### src/rtl/fma_scheduler.sv
// Round-robin scheduler sharing one fixed-latency FMA pipeline between NREQ requesters.
// Credits bound in-flight ops plus queued results so the result FIFO can never overflow.
module fma_scheduler #(
    parameter int NREQ                 = 4,
    parameter int TE_BITS              = 7,
    parameter int MANT_SIZE            = 14,
    parameter int MANT_ADD_RESULT_SIZE = 30,
    parameter int FMA_LATENCY          = 2,
    parameter int RES_DEPTH            = 4,
    parameter int ID_W                 = $clog2(NREQ)
) (
    input  logic                            clk_i,
    input  logic                            rst_i,
    input  logic [NREQ-1:0]                 req_valid_i,
    output logic [NREQ-1:0]                 req_ready_o,
    input  logic [NREQ*TE_BITS-1:0]         req_te1_i,
    input  logic [NREQ*TE_BITS-1:0]         req_te2_i,
    input  logic [NREQ*TE_BITS-1:0]         req_te3_i,
    input  logic [NREQ*MANT_SIZE-1:0]       req_mant1_i,
    input  logic [NREQ*MANT_SIZE-1:0]       req_mant2_i,
    input  logic [NREQ*MANT_SIZE-1:0]       req_mant3_i,
    input  logic [NREQ-1:0]                 req_opp_sign_i,
    output logic [TE_BITS-1:0]              fma_te1_o,
    output logic [TE_BITS-1:0]              fma_te2_o,
    output logic [TE_BITS-1:0]              fma_te3_o,
    output logic [MANT_SIZE-1:0]            fma_mant1_o,
    output logic [MANT_SIZE-1:0]            fma_mant2_o,
    output logic [MANT_SIZE-1:0]            fma_mant3_o,
    output logic                            fma_opp_sign_o,
    input  logic [MANT_ADD_RESULT_SIZE-1:0] fma_mant_i,
    input  logic [TE_BITS-1:0]              fma_te_i,
    input  logic                            fma_frac_truncated_i,
    output logic                            res_valid_o,
    input  logic                            res_ready_i,
    output logic [ID_W-1:0]                 res_id_o,
    output logic [MANT_ADD_RESULT_SIZE-1:0] res_mant_o,
    output logic [TE_BITS-1:0]              res_te_o,
    output logic                            res_frac_truncated_o,
    output logic                            busy_o
);

    localparam int CNT_W = $clog2(RES_DEPTH + 1);
    localparam int PTR_W = (RES_DEPTH > 1) ? $clog2(RES_DEPTH) : 1;
    localparam logic [CNT_W-1:0] DEPTH_C  = CNT_W'(RES_DEPTH);
    localparam logic [PTR_W-1:0] LAST_PTR = PTR_W'(RES_DEPTH - 1);
    localparam logic [ID_W-1:0]  LAST_ID  = ID_W'(NREQ - 1);
    localparam logic [ID_W:0]    NREQ_C   = (ID_W + 1)'(NREQ);

    typedef struct packed {
        logic [ID_W-1:0]                 id;
        logic [MANT_ADD_RESULT_SIZE-1:0] mant;
        logic [TE_BITS-1:0]              te;
        logic                            trunc;
    } res_entry_t;

    logic [ID_W-1:0]                      rr_q, rr_d;
    logic [CNT_W-1:0]                     cnt_q, cnt_d;
    logic [TE_BITS-1:0]                   te1_q, te1_d, te2_q, te2_d, te3_q, te3_d;
    logic [MANT_SIZE-1:0]                 mant1_q, mant1_d, mant2_q, mant2_d, mant3_q, mant3_d;
    logic                                 opp_q, opp_d;
    logic                                 issue_v_q, issue_v_d;
    logic [ID_W-1:0]                      issue_id_q, issue_id_d;
    logic [FMA_LATENCY-1:0]               pipe_v_q, pipe_v_d;
    logic [FMA_LATENCY-1:0][ID_W-1:0]     pipe_id_q, pipe_id_d;
    res_entry_t [RES_DEPTH-1:0]           mem_q, mem_d;
    logic [PTR_W-1:0]                     wr_ptr_q, wr_ptr_d, rd_ptr_q, rd_ptr_d;
    logic [CNT_W-1:0]                     fifo_cnt_q, fifo_cnt_d;

    logic            issue_ok;
    logic            any_valid;
    logic            accept;
    logic            push;
    logic            pop;
    logic [ID_W-1:0] win;

    // Scan downward in offset so the smallest offset from rr_q is the last hit and wins.
    always_comb begin
        logic [ID_W:0]   sum;
        logic [ID_W-1:0] idx;
        win       = '0;
        any_valid = 1'b0;
        sum       = '0;
        idx       = '0;
        for (int off = NREQ - 1; off >= 0; off--) begin
            sum = {1'b0, rr_q} + (ID_W + 1)'(off);
            if (sum >= NREQ_C) begin
                sum = sum - NREQ_C;
            end
            idx = sum[ID_W-1:0];
            if (req_valid_i[idx]) begin
                any_valid = 1'b1;
                win       = idx;
            end
        end
    end

    assign issue_ok    = !rst_i && (cnt_q < DEPTH_C);
    assign accept      = issue_ok && any_valid;
    assign req_ready_o = accept ? (NREQ'(1) << win) : '0;

    assign push        = pipe_v_q[FMA_LATENCY-1];
    assign res_valid_o = (fifo_cnt_q != '0);
    assign pop         = res_valid_o && res_ready_i;

    always_comb begin
        rr_d       = rr_q;
        te1_d      = te1_q;
        te2_d      = te2_q;
        te3_d      = te3_q;
        mant1_d    = mant1_q;
        mant2_d    = mant2_q;
        mant3_d    = mant3_q;
        opp_d      = opp_q;
        issue_v_d  = accept;
        issue_id_d = issue_id_q;
        if (accept) begin
            rr_d       = (win == LAST_ID) ? '0 : win + ID_W'(1);
            te1_d      = req_te1_i[int'(win)*TE_BITS +: TE_BITS];
            te2_d      = req_te2_i[int'(win)*TE_BITS +: TE_BITS];
            te3_d      = req_te3_i[int'(win)*TE_BITS +: TE_BITS];
            mant1_d    = req_mant1_i[int'(win)*MANT_SIZE +: MANT_SIZE];
            mant2_d    = req_mant2_i[int'(win)*MANT_SIZE +: MANT_SIZE];
            mant3_d    = req_mant3_i[int'(win)*MANT_SIZE +: MANT_SIZE];
            opp_d      = req_opp_sign_i[win];
            issue_id_d = win;
        end
    end

    // The tracking pipe mirrors the FMA latency so its tail lines up with fma_*_i.
    always_comb begin
        pipe_v_d     = '0;
        pipe_id_d    = '0;
        pipe_v_d[0]  = issue_v_q;
        pipe_id_d[0] = issue_id_q;
        for (int i = 1; i < FMA_LATENCY; i++) begin
            pipe_v_d[i]  = pipe_v_q[i-1];
            pipe_id_d[i] = pipe_id_q[i-1];
        end
    end

    always_comb begin
        mem_d    = mem_q;
        wr_ptr_d = wr_ptr_q;
        rd_ptr_d = rd_ptr_q;
        if (push) begin
            mem_d[wr_ptr_q].id    = pipe_id_q[FMA_LATENCY-1];
            mem_d[wr_ptr_q].mant  = fma_mant_i;
            mem_d[wr_ptr_q].te    = fma_te_i;
            mem_d[wr_ptr_q].trunc = fma_frac_truncated_i;
            wr_ptr_d = (wr_ptr_q == LAST_PTR) ? '0 : wr_ptr_q + PTR_W'(1);
        end
        if (pop) begin
            rd_ptr_d = (rd_ptr_q == LAST_PTR) ? '0 : rd_ptr_q + PTR_W'(1);
        end
    end

    always_comb begin
        fifo_cnt_d = fifo_cnt_q;
        cnt_d      = cnt_q;
        case ({push, pop})
            2'b10:   fifo_cnt_d = fifo_cnt_q + CNT_W'(1);
            2'b01:   fifo_cnt_d = fifo_cnt_q - CNT_W'(1);
            default: fifo_cnt_d = fifo_cnt_q;
        endcase
        case ({accept, pop})
            2'b10:   cnt_d = cnt_q + CNT_W'(1);
            2'b01:   cnt_d = cnt_q - CNT_W'(1);
            default: cnt_d = cnt_q;
        endcase
    end

    always_ff @(posedge clk_i) begin
        if (rst_i) begin
            rr_q       <= '0;
            cnt_q      <= '0;
            te1_q      <= '0;
            te2_q      <= '0;
            te3_q      <= '0;
            mant1_q    <= '0;
            mant2_q    <= '0;
            mant3_q    <= '0;
            opp_q      <= 1'b0;
            issue_v_q  <= 1'b0;
            issue_id_q <= '0;
            pipe_v_q   <= '0;
            pipe_id_q  <= '0;
            mem_q      <= '0;
            wr_ptr_q   <= '0;
            rd_ptr_q   <= '0;
            fifo_cnt_q <= '0;
        end else begin
            rr_q       <= rr_d;
            cnt_q      <= cnt_d;
            te1_q      <= te1_d;
            te2_q      <= te2_d;
            te3_q      <= te3_d;
            mant1_q    <= mant1_d;
            mant2_q    <= mant2_d;
            mant3_q    <= mant3_d;
            opp_q      <= opp_d;
            issue_v_q  <= issue_v_d;
            issue_id_q <= issue_id_d;
            pipe_v_q   <= pipe_v_d;
            pipe_id_q  <= pipe_id_d;
            mem_q      <= mem_d;
            wr_ptr_q   <= wr_ptr_d;
            rd_ptr_q   <= rd_ptr_d;
            fifo_cnt_q <= fifo_cnt_d;
        end
    end

    assign fma_te1_o            = te1_q;
    assign fma_te2_o            = te2_q;
    assign fma_te3_o            = te3_q;
    assign fma_mant1_o          = mant1_q;
    assign fma_mant2_o          = mant2_q;
    assign fma_mant3_o          = mant3_q;
    assign fma_opp_sign_o       = opp_q;
    assign res_id_o             = mem_q[rd_ptr_q].id;
    assign res_mant_o           = mem_q[rd_ptr_q].mant;
    assign res_te_o             = mem_q[rd_ptr_q].te;
    assign res_frac_truncated_o = mem_q[rd_ptr_q].trunc;
    assign busy_o               = (cnt_q != '0);

endmodule

### config.mk
export PLATFORM = sky130hd
export DESIGN_NAME = fma_scheduler
export DESIGN_NICKNAME = d
export VERILOG_FILES = /design/src/rtl/fma_scheduler.sv
export SDC_FILE = /design/constraint.sdc
export NUM_CORES = 1
export LEC_CHECK = 0
export CORE_MARGIN = 4
export CORE_UTILIZATION = 45
export DETAILED_ROUTE_END_ITERATION = 16
export PLACE_DENSITY_LB_ADDON = 0.08
export SETUP_SLACK_MARGIN = 0.15
export SKIP_LAST_GASP = 1
export SYNTH_ARGS = -nofsm -noshare
export SYNTH_HDL_FRONTEND = slang
export SYNTH_SLANG_ARGS = --single-unit
### constraint.sdc
create_clock -name clk_i -period 3.5 [get_ports clk_i]
set_input_delay 0.525 -clock clk_i [delete_from_list [all_inputs] [get_ports clk_i]]
set_output_delay 0.525 -clock clk_i [all_outputs]
set_load 0.005 [all_outputs]
==> results.ini, run 1 <==
[clock_tree]
cts_resized = 0
htreeDepth = 1
post_cts_buffers = 0
cts_sinks = 245
clk_latency_ns = 0.53
clk_pin_slew_ns = 0.06
cts_tree = done
holdBufCountCts = 0
cts_root_buf = clkbuf_16
clock_path_buffers = 3
cts_made_buffers = 27

[logic_synthesis]
synthSimpleGateAreaFrac = 0.183
yosys_warnings = 0
synth-xor-area-share = 0.00312
synth_top_family_by_area = simple AND/OR/NAND/NOR gates
syn_inst = 1291
syn-num-nets = 1605
post_synth.cell_area_avg_um2 = 8.71
netlist_area_um2 = 11200
ys_seq_area_frac = 0.436
synth_compound_area_frac = 0.163
synth_fa_ha_area_frac = 0.0158
ys_seq_elements = 245
synthMuxAreaShare = 0.147
ys_types = 35

[min_path]
hold_path_depth = 3
hold_path_end = issue_v_q$_SDFF_PP0_
hold_class = in -> reg
hp-start = rst_i

[timing]
hold_ws_ns = 0.370
rsz0062_at_grt = false
maxSlewHeadroom = 0.300
finalHoldViolCount = 0
tightest_slew_ns = 1.05
finalClockSkew_ns = 0.00492
finalCriticalPeriod_ns = 3.29
period_share = 0.939
slew_viol_final = 0
finalSetupTns_ns = 0
setup_viol = 0
max_freq_ghz = 0.304

[die]
rows = 57
core_area_um2 = 24500
fp.dieArea_um2 = 27600
ioPinCount = 411
die_height_um = 166
die_w_um = 166
start_util = 0.460

[layout]
nNetsFinal = 1950
final_common_cell = clkdlybuf4s50_1
mostFrequentLayoutCells = clkdlybuf4s50_1, nand2_1, dfxtp_1
final_layout_size_suffix_gt1_frac = 0.0773
design_area_um2 = 16400
area_growth_pct = 46.0

[worst_setup_path]
slowest_delay_ns = 0.55
r2r_cells = 7
required_ns = 2.97
critPathCaptureType = primary output
crit_path_cell_trace = clkdlybuf4s50_1 -> nor2b_1 -> or4b_1 -> and2_4 -> clkinv_2 -> ha_1 -> and2_1 -> clkdlybuf4s50_1
r2r_slack_ns = 0.87
crit_family = simple AND/OR/NAND/NOR gates
worstReg2RegEnd = fma_mant3_o[8]$_SDFFE_PP0P_
worst_ep_arrival_time_ns = 2.76
critPathMaxFanout = 4
path_common_cell = clkdlybuf4s50_1
crit_type = in -> out
cp-start-kind = input port
timing.critical_path.buf_inv = 3
timing.rr.start = rr_q[0]$_SDFFE_PP0P_
critPathSlowestCell = or4b_1

[grt]
overflow = 0
grt_max_degree = 100
grt_pass1_vias = 10800
grt.total_usage = 0.273
antenna_found_initial = 6
grt_pass1_wl_mm = 61.2

[route]
post-route-drc-count = 0
via_per_inst = 5.44
post_drt_wl_per_cell_um = 20.0
ant_nets = 0
via_count = 10800
first_iter_violations = 679
finalWirelength_mm = 39.8
first_pass_iters = 6

[power_and_ir_drop]
powerDensity_nw_per_um2 = 584
total_leakage_power_nw = 6.02
ir_worst_vdd_mv = 0.359
power_w = 0.00960

[placement]
port_buffers = 410
dp_hpwl_mm = 27.8
place_congestion = 0.911
postPlaceCellArea_um2 = 15500

[flow_run]
drv_cap = 0

[outcome]
run_status = complete, no violations

[area by class of cell]
cell class	instances	area (µm²)
fill	1988	8040
multi-input combinational	916	5800
sequential	245	4910
timing repair buffer	433	4300
clock buffer	32	704
tap	324	405
clock inverter	17	240
inverter	13	50.0
antenna	6	15.0
[registers in the layout (all words and copies together), names as in the netlist, 3 cells and up]
| register | flops |
|---|---|
| fma_te1_o | 7 |
| fma_mant3_o | 14 |
| fma_mant1_o | 14 |
| fma_te3_o | 7 |
| cnt_q | 3 |
| mem_q | 160 |
| fifo_cnt_q | 3 |
| fma_te2_o | 7 |
| fma_mant2_o | 14 |
[power by group]
group | total (W) | internal, W | switching, W
clock network | 0.00304 | 0.00188 | 0.00117
logic | 0.00315 | 0.00165 | 0.00150
registers | 0.00341 | 0.00316 | 0.000252
[worst max-delay path by stage]
stage | start | to | slack, ns | cells past startpoint
after floorplan | req_valid_i[3] | cnt_q[2]$_SDFFE_PP0P_ | 0.81 | 10
after global placement | req_valid_i[0] | fma_te1_o[5]$_SDFFE_PP0P_ | 0.21 | 8
after detailed placement | req_valid_i[0] | fma_te2_o[0]$_SDFFE_PP0P_ | 0.13 | 8
after CTS | req_valid_i[3] | req_ready_o[1] | 0.19 | 8
after global routing | req_valid_i[1] | req_ready_o[1] | 0.16 | 8
final | req_valid_i[2] | req_ready_o[1] | 0.21 | 8
[synth_stat cells]
library cell	n	share of area
and2_4	1	0.00078
clkinv_2	1	0.00044
a21boi_1	1	0.00067
or4b_1	1	0.00089
and2_1	8	0.0045
o32ai_1	1	0.00078
or4_1	1	0.00067
o221ai_1	37	0.029
dfxtp_1	245	0.44
a22o_1	1	0.00078
xor2_1	4	0.0031
nand2_1	395	0.13
and3_1	54	0.030
nor3_1	3	0.0013
o31ai_2	3	0.0033
fa_1	2	0.0036
buf_6	11	0.011
nor4_1	1	0.00056
mux2i_1	75	0.067
a211oi_1	54	0.036
ha_1	11	0.012
buf_2	9	0.0040
mux4_2	40	0.080
a21oi_1	167	0.074
clkbuf_1	84	0.028
nor2b_1	10	0.0056
o21ai_1	2	0.00089
o21ai_0	2	0.00089
inv_1	11	0.0037
buf_1	13	0.0043
or3_1	4	0.0022
nor2_1	13	0.0043
inv_2	1	0.00033
o31ai_1	24	0.016
a21bo_2	1	0.00089
[metal layers]
layer,GRT usage,share of wire
met1,0.326,0.39
met2,0.481,0.51
met3,0.0555,0.059
met4,0.108,0.037
met5,0,0
[tightest hold or removal path, cell delays in order]
cell and delay (ns):
buf_4 0.10, nor3_1 0.06, buf_4 0.16
[stage by stage]
stage	std cells	worst slack (ns)	util
final	1986	0.213	0.671
after global routing	1986	0.162	0.671
after CTS	1980	0.192	0.671
after global placement	1931	0.212	0.632
after floorplan	1291	0.808	-
after detailed placement	1931	0.125	0.632
[kinds of logic after synthesis]
logic type | count (synthesis)
AND/OR/NAND/NOR | 491
AO/OA/AOI/OAI | 293
flip-flops | 245
buffers and inverters | 130
multiplexers | 115
adder cells (fa/ha/maj) | 13
XOR/XNOR | 4
Note: power is estimated with default switching activity, not from simulation.
==> inputs of run 2 (changes only) <==
--- a/config.mk
+++ b/config.mk
@@ -6,7 +6,7 @@
 export NUM_CORES = 1
 export LEC_CHECK = 0
 export CORE_MARGIN = 4
-export CORE_UTILIZATION = 45
+export CORE_UTILIZATION = 41
 export DETAILED_ROUTE_END_ITERATION = 16
 export PLACE_DENSITY_LB_ADDON = 0.08
 export SETUP_SLACK_MARGIN = 0.15
==> constraint.sdc (replaced) <==
create_clock -name clk_i -period 2.7 [get_ports clk_i]
set_input_delay 0.405 -clock clk_i [delete_from_list [all_inputs] [get_ports clk_i]]
set_output_delay 0.405 -clock clk_i [all_outputs]
set_load 0.005 [all_outputs]
==> results.ini, run 2 (synthesis results as in run 1) <==
[power_and_ir_drop]
clockPowerShare = 0.309  ; was 0.317
power_frac_seq = 0.346  ; was 0.355
switching_power_w = 0.00389  ; was 0.00291 W
total_leakage_power_nw = 7.01  ; was 6.02 nW
internal_power_w = 0.00887  ; was 0.00668 W
powerDensity_nw_per_um2 = 739  ; was 584 nW/µm²
power_w = 0.0128  ; was 0.00960 W
ir_worst_vdd_mv = 0.586  ; was 0.359 mV
comb_power_share = 0.345  ; was 0.328
p_sw_frac = 0.305  ; was 0.304

[timing]
finalSetupTns_ns = 0  ; unchanged
hold_ws_ns = 0.251  ; was 0.370 ns
slew_viol_final = 0  ; unchanged
finalCriticalPeriod_ns = 2.68
setup_viol = 0  ; unchanged
period_share = 0.992
tightest_slew_ns = 0.988  ; was 1.05 ns
rsz0062_at_grt = true  ; was false
finalClockSkew_ns = 0.00744  ; was 0.00492 ns
finalHoldViolCount = 0  ; unchanged
fin_ws_ns = 0.0228  ; was 0.213 ns
maxSlewHeadroom = 0.339  ; was 0.300
max_freq_ghz = 0.374

[layout]
largest_register_ffs = 160  ; unchanged
fillers = 2297  ; was 1988
area_growth_pct = 53.5  ; was 46.0%
final_common_cell = nand2_1  ; was clkdlybuf4s50_1
stdcell_count = 2071  ; was 1986
nNetsFinal = 2012  ; was 1950
mostFrequentLayoutCells = nand2_1, clkdlybuf4s50_1, dfxtp_1  ; was clkdlybuf4s50_1, nand2_1, dfxtp_1
final_layout_size_suffix_gt1_frac = 0.122  ; was 0.0773
top_register = mem_q  ; unchanged

[clock_tree]
cts_tree = done  ; unchanged
htreeDepth = 1  ; unchanged
cts_made_buffers = 27  ; unchanged
cts_root_buf = clkbuf_16  ; unchanged
clk_pin_slew_ns = 0.06  ; about the same
clk_latency_ns = 0.54  ; was 0.53 ns
clock_path_buffers = 3  ; unchanged
cts_sinks = 245  ; unchanged

[route]
post-route-drc-count = 0  ; unchanged
finalWirelength_mm = 41.9  ; was 39.8 mm
via_per_inst = 5.33  ; was 5.44
post_drt_wl_per_cell_um = 20.3  ; was 20.0 µm
first_pass_iters = 5  ; was 6
first_iter_violations = 752  ; was 679
via_count = 11000  ; was 10800
ant_nets = 0  ; unchanged

[worst_setup_path]
cp-start-kind = flop  ; was input port
crit_type = reg -> out  ; was in -> out
required_ns = 2.30  ; was 2.97 ns
critPathMaxFanout = 3  ; was 4
r2r_slack_ns = 0.26  ; was 0.87 ns
critPathCaptureType = primary output  ; unchanged
worst_ep_arrival_time_ns = 2.27  ; was 2.76 ns

[grt]
overflow = 0  ; unchanged
antenna_found_initial = 12  ; was 6
grt_pass1_wl_mm = 62.7  ; was 61.2 mm
grt.total_usage = 0.259  ; was 0.273
grt_max_degree = 178  ; was 100
grt_pass1_vias = 10800  ; about the same

[die]
start_util = 0.417  ; was 0.460
ioPinCount = 411  ; unchanged
fp.dieArea_um2 = 30100  ; was 27600 µm²
rows = 60  ; was 57
core_area_um2 = 27000  ; was 24500 µm²
die_w_um = 174  ; was 166 µm
die_height_um = 174  ; was 166 µm

[placement]
dp_slack_ns = -0.358  ; was 0.125 ns
port_buffers = 410  ; unchanged
dp_hpwl_mm = 28.8  ; was 27.8 mm
place_congestion = 0.892  ; was 0.911
placed_cells = 1967  ; was 1931

[flow_run]
drv_cap = 0  ; unchanged

[outcome]
run_status = complete, no violations  ; unchanged

[min_path]
hold_class = in -> reg  ; unchanged

==> run 2: cell count changes in the layout (fill, tap and decap cells not counted), sizes merged <==
cell,delta
inv,+2
dlymetal6s2s,+31
dlygate4sd2,+5
diode,+5
clkinv,-2
clkdlybuf4s50,-40
clkbuf,+5
buf,+64
bufinv,-2
==> run 2: layout make-up <==
type,count,area (µm²),area share
Antenna cell,11,27.5,0.00159
Clock buffer,35,766,0.0444
Clock inverter,15,199,0.0115
Inverter,13,56.3,0.00326
Multi-Input combinational cell,916,5860,0.340
Sequential cell,245,4920,0.285
Tap cell,341,427,0.0247
Timing Repair Buffer,495,5000,0.290
==> run 2: layer usage <==
metal,track usage,share of wire,up-vias
met3,0.0683,0.067,86
met5,0,0,-
met4,0.103,0.035,0
met1,0.304,0.38,5194
met2,0.452,0.51,396
li1,-,-,5354
==> run 2: worst paths after layout <==
| path | depth (start not counted) | startpoint | end |
|---|---|---|---|
| setup reg to reg | 9 | rr_q[0]$_SDFFE_PP0P_ | fma_mant2_o[6]$_SDFFE_PP0P_ |
| hold reg to reg | 1 | pipe_id_d[3]$_SDFF_PP0_ | pipe_id_q[3]$_SDFF_PP0_ |
| setup / recovery | 8 | rr_q[0]$_SDFFE_PP0P_ | req_ready_o[1] |
| hold / removal | 3 | rst_i | issue_v_q$_SDFF_PP0_ |
==> run 2: critical path: stages, from the launching register on <==
cell	delay [ns]
dfxtp_2	0.37
nor2b_2	0.06
or4b_1	0.58
and2_4	0.21
buf_6	0.14
inv_8	0.06
ha_4	0.12
and2_4	0.13
buf_6	0.08
==> run 2: power by group through the flow <==
stage          clock network (W)  registers (W)  logic [W]
2_1_floorplan                  0        0.00441    0.00218
3_3_place_gp                   0        0.00447    0.00412
3_5_place_dp                   0        0.00447    0.00415
4_1_cts                  0.00403        0.00441    0.00426
5_1_grt                  0.00418        0.00447    0.00475
6_report                 0.00394        0.00441    0.00441
==> run 2: repair_timing <==
action,in CTS,in global routing
pin swaps,3,4
setup endpoints to repair,44,59
hold buffers,0,0
cloned,1,2
resized for setup,37,50
setup buffers,7,33
hold endpoints to repair,0,0
==> run 2: metrics by stage <==
stage | util | area (µm²)
global placement | 0.582 | 15700
CTS | 0.623 | 16800
detailed placement | 0.582 | 15700
finish | 0.640 | 17300
floorplan | - | 11200
global route | 0.640 | 17300
==> inputs of run 3 (changes only) <==
--- a/config.mk
+++ b/config.mk
@@ -11,6 +11,7 @@
 export PLACE_DENSITY_LB_ADDON = 0.08
 export SETUP_SLACK_MARGIN = 0.15
 export SKIP_LAST_GASP = 1
+export SLEW_MARGIN = 0
 export SYNTH_ARGS = -nofsm -noshare
 export SYNTH_HDL_FRONTEND = slang
 export SYNTH_SLANG_ARGS = --single-unit
==> results of run 3 <==
The final DEF is identical to that of run 2; final timing and power are the same.
